File: config.mk
export PLATFORM = sky130hd
export DESIGN_NAME = cv32e40p_scrub_ctrl
export DESIGN_NICKNAME = d
export VERILOG_FILES = /design/src/rtl/cv32e40p_pkg.sv /design/src/rtl/cv32e40p_vote_classify.sv /design/src/rtl/cv32e40p_scrub_ctrl.sv
export SDC_FILE = /design/constraint.sdc
export NUM_CORES = 1
export LEC_CHECK = 0
export BUFFER_PORTS_ARGS = -buffer_cell sky130_fd_sc_hd__buf_4
export CORE_ASPECT_RATIO = 0.8
export CORE_MARGIN = 4
export CORE_UTILIZATION = 30
export CTS_CLUSTER_DIAMETER = 200
export DETAILED_ROUTE_END_ITERATION = 6
export GPL_TIMING_DRIVEN = 0
export SLEW_MARGIN = 10
export SYNTH_ARGS = -nofsm -noshare
export SYNTH_HDL_FRONTEND = slang
export SYNTH_SLANG_ARGS = --single-unit
File: constraint.sdc
create_clock -name clk -period 2.4 [get_ports clk]
set_input_delay 0 -clock clk [delete_from_list [all_inputs] [get_ports clk]]
set_output_delay 0 -clock clk [all_outputs]
set_load 0.005 [all_outputs]
File: src/rtl/cv32e40p_pkg.sv
// cv32e40p_pkg: shared types for the triple-replica scrub controller.
//   scrub_state_e - scrub FSM states (IDLE, READ, CHECK, REPAIR)
//   FAULT_*       - fault_id_o encodings (replica 3 and fatal share code 3)
//   ERRCNT_W      - width of the repaired-word counter
//   fault_id_of() - maps a one-hot mismatch mask to its fault id
package cv32e40p_pkg;

  typedef enum logic [1:0] {
    IDLE   = 2'd0,
    READ   = 2'd1,
    CHECK  = 2'd2,
    REPAIR = 2'd3
  } scrub_state_e;

  localparam logic [1:0] FAULT_NONE  = 2'd0;
  localparam logic [1:0] FAULT_R1    = 2'd1;
  localparam logic [1:0] FAULT_R2    = 2'd2;
  localparam logic [1:0] FAULT_R3    = 2'd3;
  localparam logic [1:0] FAULT_FATAL = 2'd3;

  localparam int unsigned ERRCNT_W = 16;

  // Fault id of the single replica flagged in a one-hot mismatch mask.
  function automatic logic [1:0] fault_id_of(input logic [2:0] mask);
    logic [1:0] id;
    case (mask)
      3'b001:  id = FAULT_R1;
      3'b010:  id = FAULT_R2;
      3'b100:  id = FAULT_R3;
      default: id = FAULT_NONE;
    endcase
    return id;
  endfunction

endpackage

File: src/rtl/cv32e40p_vote_classify.sv
// cv32e40p_vote_classify: combinational 2-of-3 voter.
//   i_d1..i_d3  - replica words
//   o_maj       - majority word (meaningless when o_all_diff is set)
//   o_mismatch  - bit k set when replica k+1 disagrees with both others
//   o_all_diff  - all three replicas differ pairwise
module cv32e40p_vote_classify #(
  parameter int unsigned NBIT = 32
) (
  input  logic [NBIT-1:0] i_d1,
  input  logic [NBIT-1:0] i_d2,
  input  logic [NBIT-1:0] i_d3,
  output logic [NBIT-1:0] o_maj,
  output logic [2:0]      o_mismatch,
  output logic            o_all_diff
);

  logic w_eq12;
  logic w_eq13;
  logic w_eq23;

  assign w_eq12 = (i_d1 == i_d2);
  assign w_eq13 = (i_d1 == i_d3);
  assign w_eq23 = (i_d2 == i_d3);

  // A replica is the odd one out when it matches neither of the others.
  assign o_mismatch[0] = ~w_eq12 & ~w_eq13;
  assign o_mismatch[1] = ~w_eq12 & ~w_eq23;
  assign o_mismatch[2] = ~w_eq13 & ~w_eq23;
  assign o_all_diff    = ~w_eq12 & ~w_eq13 & ~w_eq23;

  // Replica 1 is in the majority unless it is the odd one; then 2 and 3 agree.
  assign o_maj = (w_eq12 | w_eq13) ? i_d1 : i_d2;

endmodule

File: src/rtl/cv32e40p_scrub_ctrl.sv
// cv32e40p_scrub_ctrl: background scrubber for a triple-replicated word store.
// Walks the address space, votes the three replicas, and rewrites a single
// disagreeing replica with the majority word. All three differing is fatal.
//
// Ports:
//   clk, rst_n        - clock, async active-low reset
//   scrub_en_i        - enable background scrubbing
//   core_busy_i       - core owns the replica port; no scrub read/write
//   core_wr_i         - core writes all replicas at core_waddr_i this cycle
//   addr_o, rd_en_o   - scrub address and read strobe (data returns next cycle)
//   rdata1..3_i       - replica read data
//   wr_en_o, wdata_o  - one-hot repair write enable and voted repair word
//   fault_id_o        - last fault class (0 none, 1-3 replica, 3 also fatal)
//   fatal_o           - sticky all-differ flag
//   err_cnt_o         - saturating repaired-word count
//   pass_done_o       - one-cycle pulse after the address wraps
//
// Configuration macro: CV32E40P_SCRUB_ERRCNT_EN enables the error counter;
// without it err_cnt_o is tied to zero.
module cv32e40p_scrub_ctrl
  import cv32e40p_pkg::*;
#(
  parameter  int unsigned NBIT   = 32,
  parameter  int unsigned DEPTH  = 32,
  localparam int unsigned ADDR_W = $clog2(DEPTH)
) (
  input  logic                clk,
  input  logic                rst_n,
  input  logic                scrub_en_i,
  input  logic                core_busy_i,
  input  logic                core_wr_i,
  input  logic [ADDR_W-1:0]   core_waddr_i,
  output logic [ADDR_W-1:0]   addr_o,
  output logic                rd_en_o,
  input  logic [NBIT-1:0]     rdata1_i,
  input  logic [NBIT-1:0]     rdata2_i,
  input  logic [NBIT-1:0]     rdata3_i,
  output logic [2:0]          wr_en_o,
  output logic [NBIT-1:0]     wdata_o,
  output logic [1:0]          fault_id_o,
  output logic                fatal_o,
  output logic [ERRCNT_W-1:0] err_cnt_o,
  output logic                pass_done_o
);

  scrub_state_e      r_state;
  logic [ADDR_W-1:0] r_addr;
  logic [NBIT-1:0]   r_wdata;
  logic [2:0]        r_rep_mask;
  logic [1:0]        r_fault_id;
  logic              r_fatal;
  logic              r_pass_done;

  logic [NBIT-1:0]   w_maj;
  logic [2:0]        w_mismatch;
  logic              w_all_diff;
  logic              w_collide;
  logic              w_wr_go;
  logic              w_advance;
  logic              w_last;
  logic [ADDR_W-1:0] w_addr_nxt;

  cv32e40p_vote_classify #(
    .NBIT (NBIT)
  ) u_vote (
    .i_d1       (rdata1_i),
    .i_d2       (rdata2_i),
    .i_d3       (rdata3_i),
    .o_maj      (w_maj),
    .o_mismatch (w_mismatch),
    .o_all_diff (w_all_diff)
  );

  // A core write to the word under check makes the read data stale.
  assign w_collide = core_wr_i && (core_waddr_i == r_addr) &&
                     ((r_state == CHECK) || (r_state == REPAIR));

  // Repair write fires this cycle; a collision takes priority over it.
  assign w_wr_go = (r_state == REPAIR) && !core_busy_i && !w_collide;

  // Word finished: clean or fatal classification, or a completed repair.
  assign w_advance = w_wr_go ||
                     ((r_state == CHECK) && !w_collide && (w_all_diff || (w_mismatch == 3'b000)));

  assign w_last     = (r_addr == ADDR_W'(DEPTH - 1));
  assign w_addr_nxt = w_last ? '0 : r_addr + ADDR_W'(1);

  // Scrub FSM, address walker and fault status.
  always_ff @(posedge clk or negedge rst_n) begin
    if (!rst_n) begin
      r_state     <= IDLE;
      r_addr      <= '0;
      r_wdata     <= '0;
      r_rep_mask  <= '0;
      r_fault_id  <= FAULT_NONE;
      r_fatal     <= 1'b0;
      r_pass_done <= 1'b0;
    end else begin
      r_pass_done <= 1'b0;
      case (r_state)
        IDLE: begin
          if (scrub_en_i) r_state <= READ;
        end
        READ: begin
          if (!core_busy_i) r_state <= CHECK;
        end
        CHECK: begin
          if (w_collide) begin
            r_state <= READ;
          end else if (w_all_diff) begin
            r_fatal    <= 1'b1;
            r_fault_id <= FAULT_FATAL;
          end else if (w_mismatch != 3'b000) begin
            r_wdata    <= w_maj;
            r_rep_mask <= w_mismatch;
            r_fault_id <= fault_id_of(w_mismatch);
            r_state    <= REPAIR;
          end
        end
        REPAIR: begin
          if (w_collide) r_state <= READ;
        end
        default: r_state <= IDLE;
      endcase
      // Word complete: step the address; a dropped enable parks in IDLE here.
      if (w_advance) begin
        r_addr      <= w_addr_nxt;
        r_pass_done <= w_last;
        r_state     <= scrub_en_i ? READ : IDLE;
      end
    end
  end

`ifdef CV32E40P_SCRUB_ERRCNT_EN
  logic [ERRCNT_W-1:0] r_err_cnt;

  // Saturating count of completed repair writes.
  always_ff @(posedge clk or negedge rst_n) begin
    if (!rst_n) begin
      r_err_cnt <= '0;
    end else if (w_wr_go && (r_err_cnt != {ERRCNT_W{1'b1}})) begin
      r_err_cnt <= r_err_cnt + ERRCNT_W'(1);
    end
  end

  assign err_cnt_o = r_err_cnt;
`else
  assign err_cnt_o = '0;
`endif

  // Strobes are qualified by this cycle's port ownership and collision, so
  // they decode the registered state rather than lag it by a cycle.
  assign rd_en_o     = (r_state == READ) && !core_busy_i;
  assign wr_en_o     = w_wr_go ? r_rep_mask : 3'b000;
  assign addr_o      = r_addr;
  assign wdata_o     = r_wdata;
  assign fault_id_o  = r_fault_id;
  assign fatal_o     = r_fatal;
  assign pass_done_o = r_pass_done;

endmodule

==> flow_metrics.tcl <==
set metrics [dict create \
    p_per_area_nw_per_um2 527 \
    start_util_pct 31.0 \
    fin_skew_ns 0.00674 \
    netlist_instances 335 \
    ys_types 41 \
    grt_max_degree 47 \
    hold_violations 0 \
    ys.warnings.count 0 \
    cpPeakStageDelay_ns 0.43 \
    cp.arrival_ns 2.46 \
    clk_path_buf_depth 2 \
    port_buffers 150 \
    yosysMostFrequentCell "xor2_1" \
    worst_pin_slew_ns 0.645 \
    synth.top_cell.area_share_pct 30.2 \
    routed_wl_um 12200 \
    drt_pass1_iterations 6 \
    routedWlPerCell_um 17.8 \
    synth_commonest_cells "52 x xor2_1, 49 x xnor2_1, 46 x dfrtp_1, 34 x mux2_2, 34 x mux2_4" \
    die-area_um2 14600 \
    areaGrowthSynthToFinish_pct 44.9 \
    synth.cell_area_um2 3810 \
    cpMaxStageDelayCell "dfrtp_1" \
    grt_pass1_vias 3352 \
    slew_headroom_pct 56.6 \
    status "completed" \
    async_reset_ff_share_pct 100 \
    cp-end-kind "flip-flop" \
    fmax_mhz 436 \
    rows 36 \
    setup_viol 0 \
    maxCapViolCount 0 \
    num-nets-final 627 \
    pin_count 167 \
    synthFlopType "dfrtp_1" \
    setup_slack_ns 0.108 \
    hp-class "in2reg" \
    first_iter_violations 113 \
    insertion_delay_ns 0.29 \
    leakagePower_nw 2.69 \
    cp.required_ns 2.57 \
    peakVddDrop_mv 0.289 \
    antenna_found_initial 0 \
    path_cells "xor2_1, nor4_4, o2111ai_2, and2_1, nor2b_4, nor3_4, buf_4, mux2_4" \
    drc 0 \
    synth.avg_cell_area_um2 11.4 \
    clkTransAtPathRegs_ns 0.07 \
    gp_congestion 0.843 \
    drive_gt1_share_pct 52.8 \
    ys_seq_area_share_pct 30.2 \
    critPathLaunchType "flip-flop" \
    htreeDepth 2 \
    cts_buffers 5 \
    finalCriticalPeriod_ns 2.29 \
    hpwl_um 10200 \
    synthTopCellsByArea "dfrtp_1 30%, mux2_4 13%, xor2_1 12%" \
    worstPathMaxFanout 7 \
    die_w_um 134 \
    grt_pass1_wl_um 18200 \
    cts.sinks 46 \
    grt-ovfl-total 0 \
    core_area_um2 12300 \
    vias 3120 \
    antenna_cells 0 \
    die_y_um 109 \
    dp_slack_ns -0.290 \
    dp.cells 671 \
    report.final.slew_viol_count 0 \
    track_usage_pct 16.3 \
    final_antenna_net_count 0 \
    tritoncts "built" \
    synth_seq_cells 46 \
    root_buffer "clkbuf_16" \
    period_share_pct 95.5 \
    path_class "reg2reg" \
    yosysTopAreaCell "dfrtp_1" \
    synth_edf_count 0 \
    viasPerCell 4.55 \
    setup_tns_ns 0 \
    final_cells 686 \
]
## stage by stage
| step | total power [mW] | instance area (um^2) | utilization [%] | hold slack [ns] |
|---|---|---|---|---|
| 6_report | 2.91 | 5530 | 44.9 | 0.103 |
| 5_1_grt | 3.07 | 5530 | 44.9 | 0.102 |
| 4_1_cts | 2.88 | 5470 | 44.5 | 0.0985 |
| 3_5_place_dp | 1.90 | 5210 | 42.4 | 0.0664 |
| 3_3_place_gp | 1.87 | 5210 | 42.4 | 0.0608 |
| 2_1_floorplan | 1.45 | 3870 | - | -0.296 |
## power by group
group | internal (mW) | total, mW | switching [mW] | leakage [nW]
combinational | 0.577 | 1.05 | 0.473 | 1.97
clock | 0.626 | 0.938 | 0.312 | 0.0971
sequential | 0.847 | 0.925 | 0.0783 | 0.621
## sequential cells by signal, summed over array words and instances, names as in the netlist
register / cells
r_state: 2
addr_o: 5
pass_done_o: 1
r_rep_mask: 3
fatal_o: 1
fault_id_o: 2
wdata_o: 32
## cells in the final DEF, fill, tap and decap left out, drive strengths merged, types with 6 or more instances in the layout
| cell | instances |
|---|---|
| buf | 176 |
| mux2 | 68 |
| xor2 | 52 |
| xnor2 | 49 |
| dfrtp | 46 |
| conb | 16 |
| nand4 | 16 |
| nor4 | 15 |
| nand2 | 8 |
| ha | 7 |
| clkbuf | 7 |
| o21ai | 6 |
## per-layer routing
metal	share of wire, %	track usage, %	vias to the layer above	routed length (um)
met4	0.98	2.98	0	120
li1	-	-	1516	-
met5	0	0	-	0
met3	7.0	4.29	8	853
met2	45	26.4	109	5510
met1	47	22.2	1487	5720
## worst paths after layout
path,from,end,slack [ns],cells past startpoint
max,addr_o[3],addr_o[0],0.11,8
max reg2reg,addr_o[3],addr_o[0],0.11,8
min in group asynchronous,rst_n,wdata_o[8],0.25,2
min reg2reg,fatal_o,fatal_o,0.48,1
max in group asynchronous,rst_n,addr_o[0],1.69,2
min,rdata2_i[17],wdata_o[17],0.10,3
## critical path, delay by kind of cell, from the launching register on
family / cells / cell delay, ns
compound gates: 1 / 0.17
mux: 1 / 0.29
flops: 1 / 0.43
simple gates: 4 / 0.95
xor+xnor: 1 / 0.18
buf+inv: 1 / 0.16
## repair_timing
| item | CTS | global route |
|---|---|---|
| pin swaps | 1 | 2 |
| endpoints found under the setup margin | 5 | 6 |
| resized for setup | 4 | 6 |
| hold buffers | 2 | 0 |
| setup buffers | 2 | 3 |
| endpoints found under the hold margin | 47 | 0 |
## logic make-up after synthesis
family / share of synthesized area [%]
adder cells (fa/ha/maj): 2.30
flip-flops: 30.2
buffers and inverters: 5.12
AO/OA/AOI/OAI: 4.10
other: 0.0983
AND/OR/NAND/NOR: 11.1
multiplexers: 24.0
XOR/XNOR: 23.2
## area by class of cell
cell class | instances | area, um^2
multi-input combinational | 277 | 2580
timing repair buffer | 157 | 1180
clock buffer | 6 | 139
sequential | 46 | 1150
buffer | 22 | 176
tap | 171 | 214
fill | 1171 | 6770
clock inverter | 2 | 60.1
inverter | 5 | 18.8
Power figures use the tool's default switching activity.
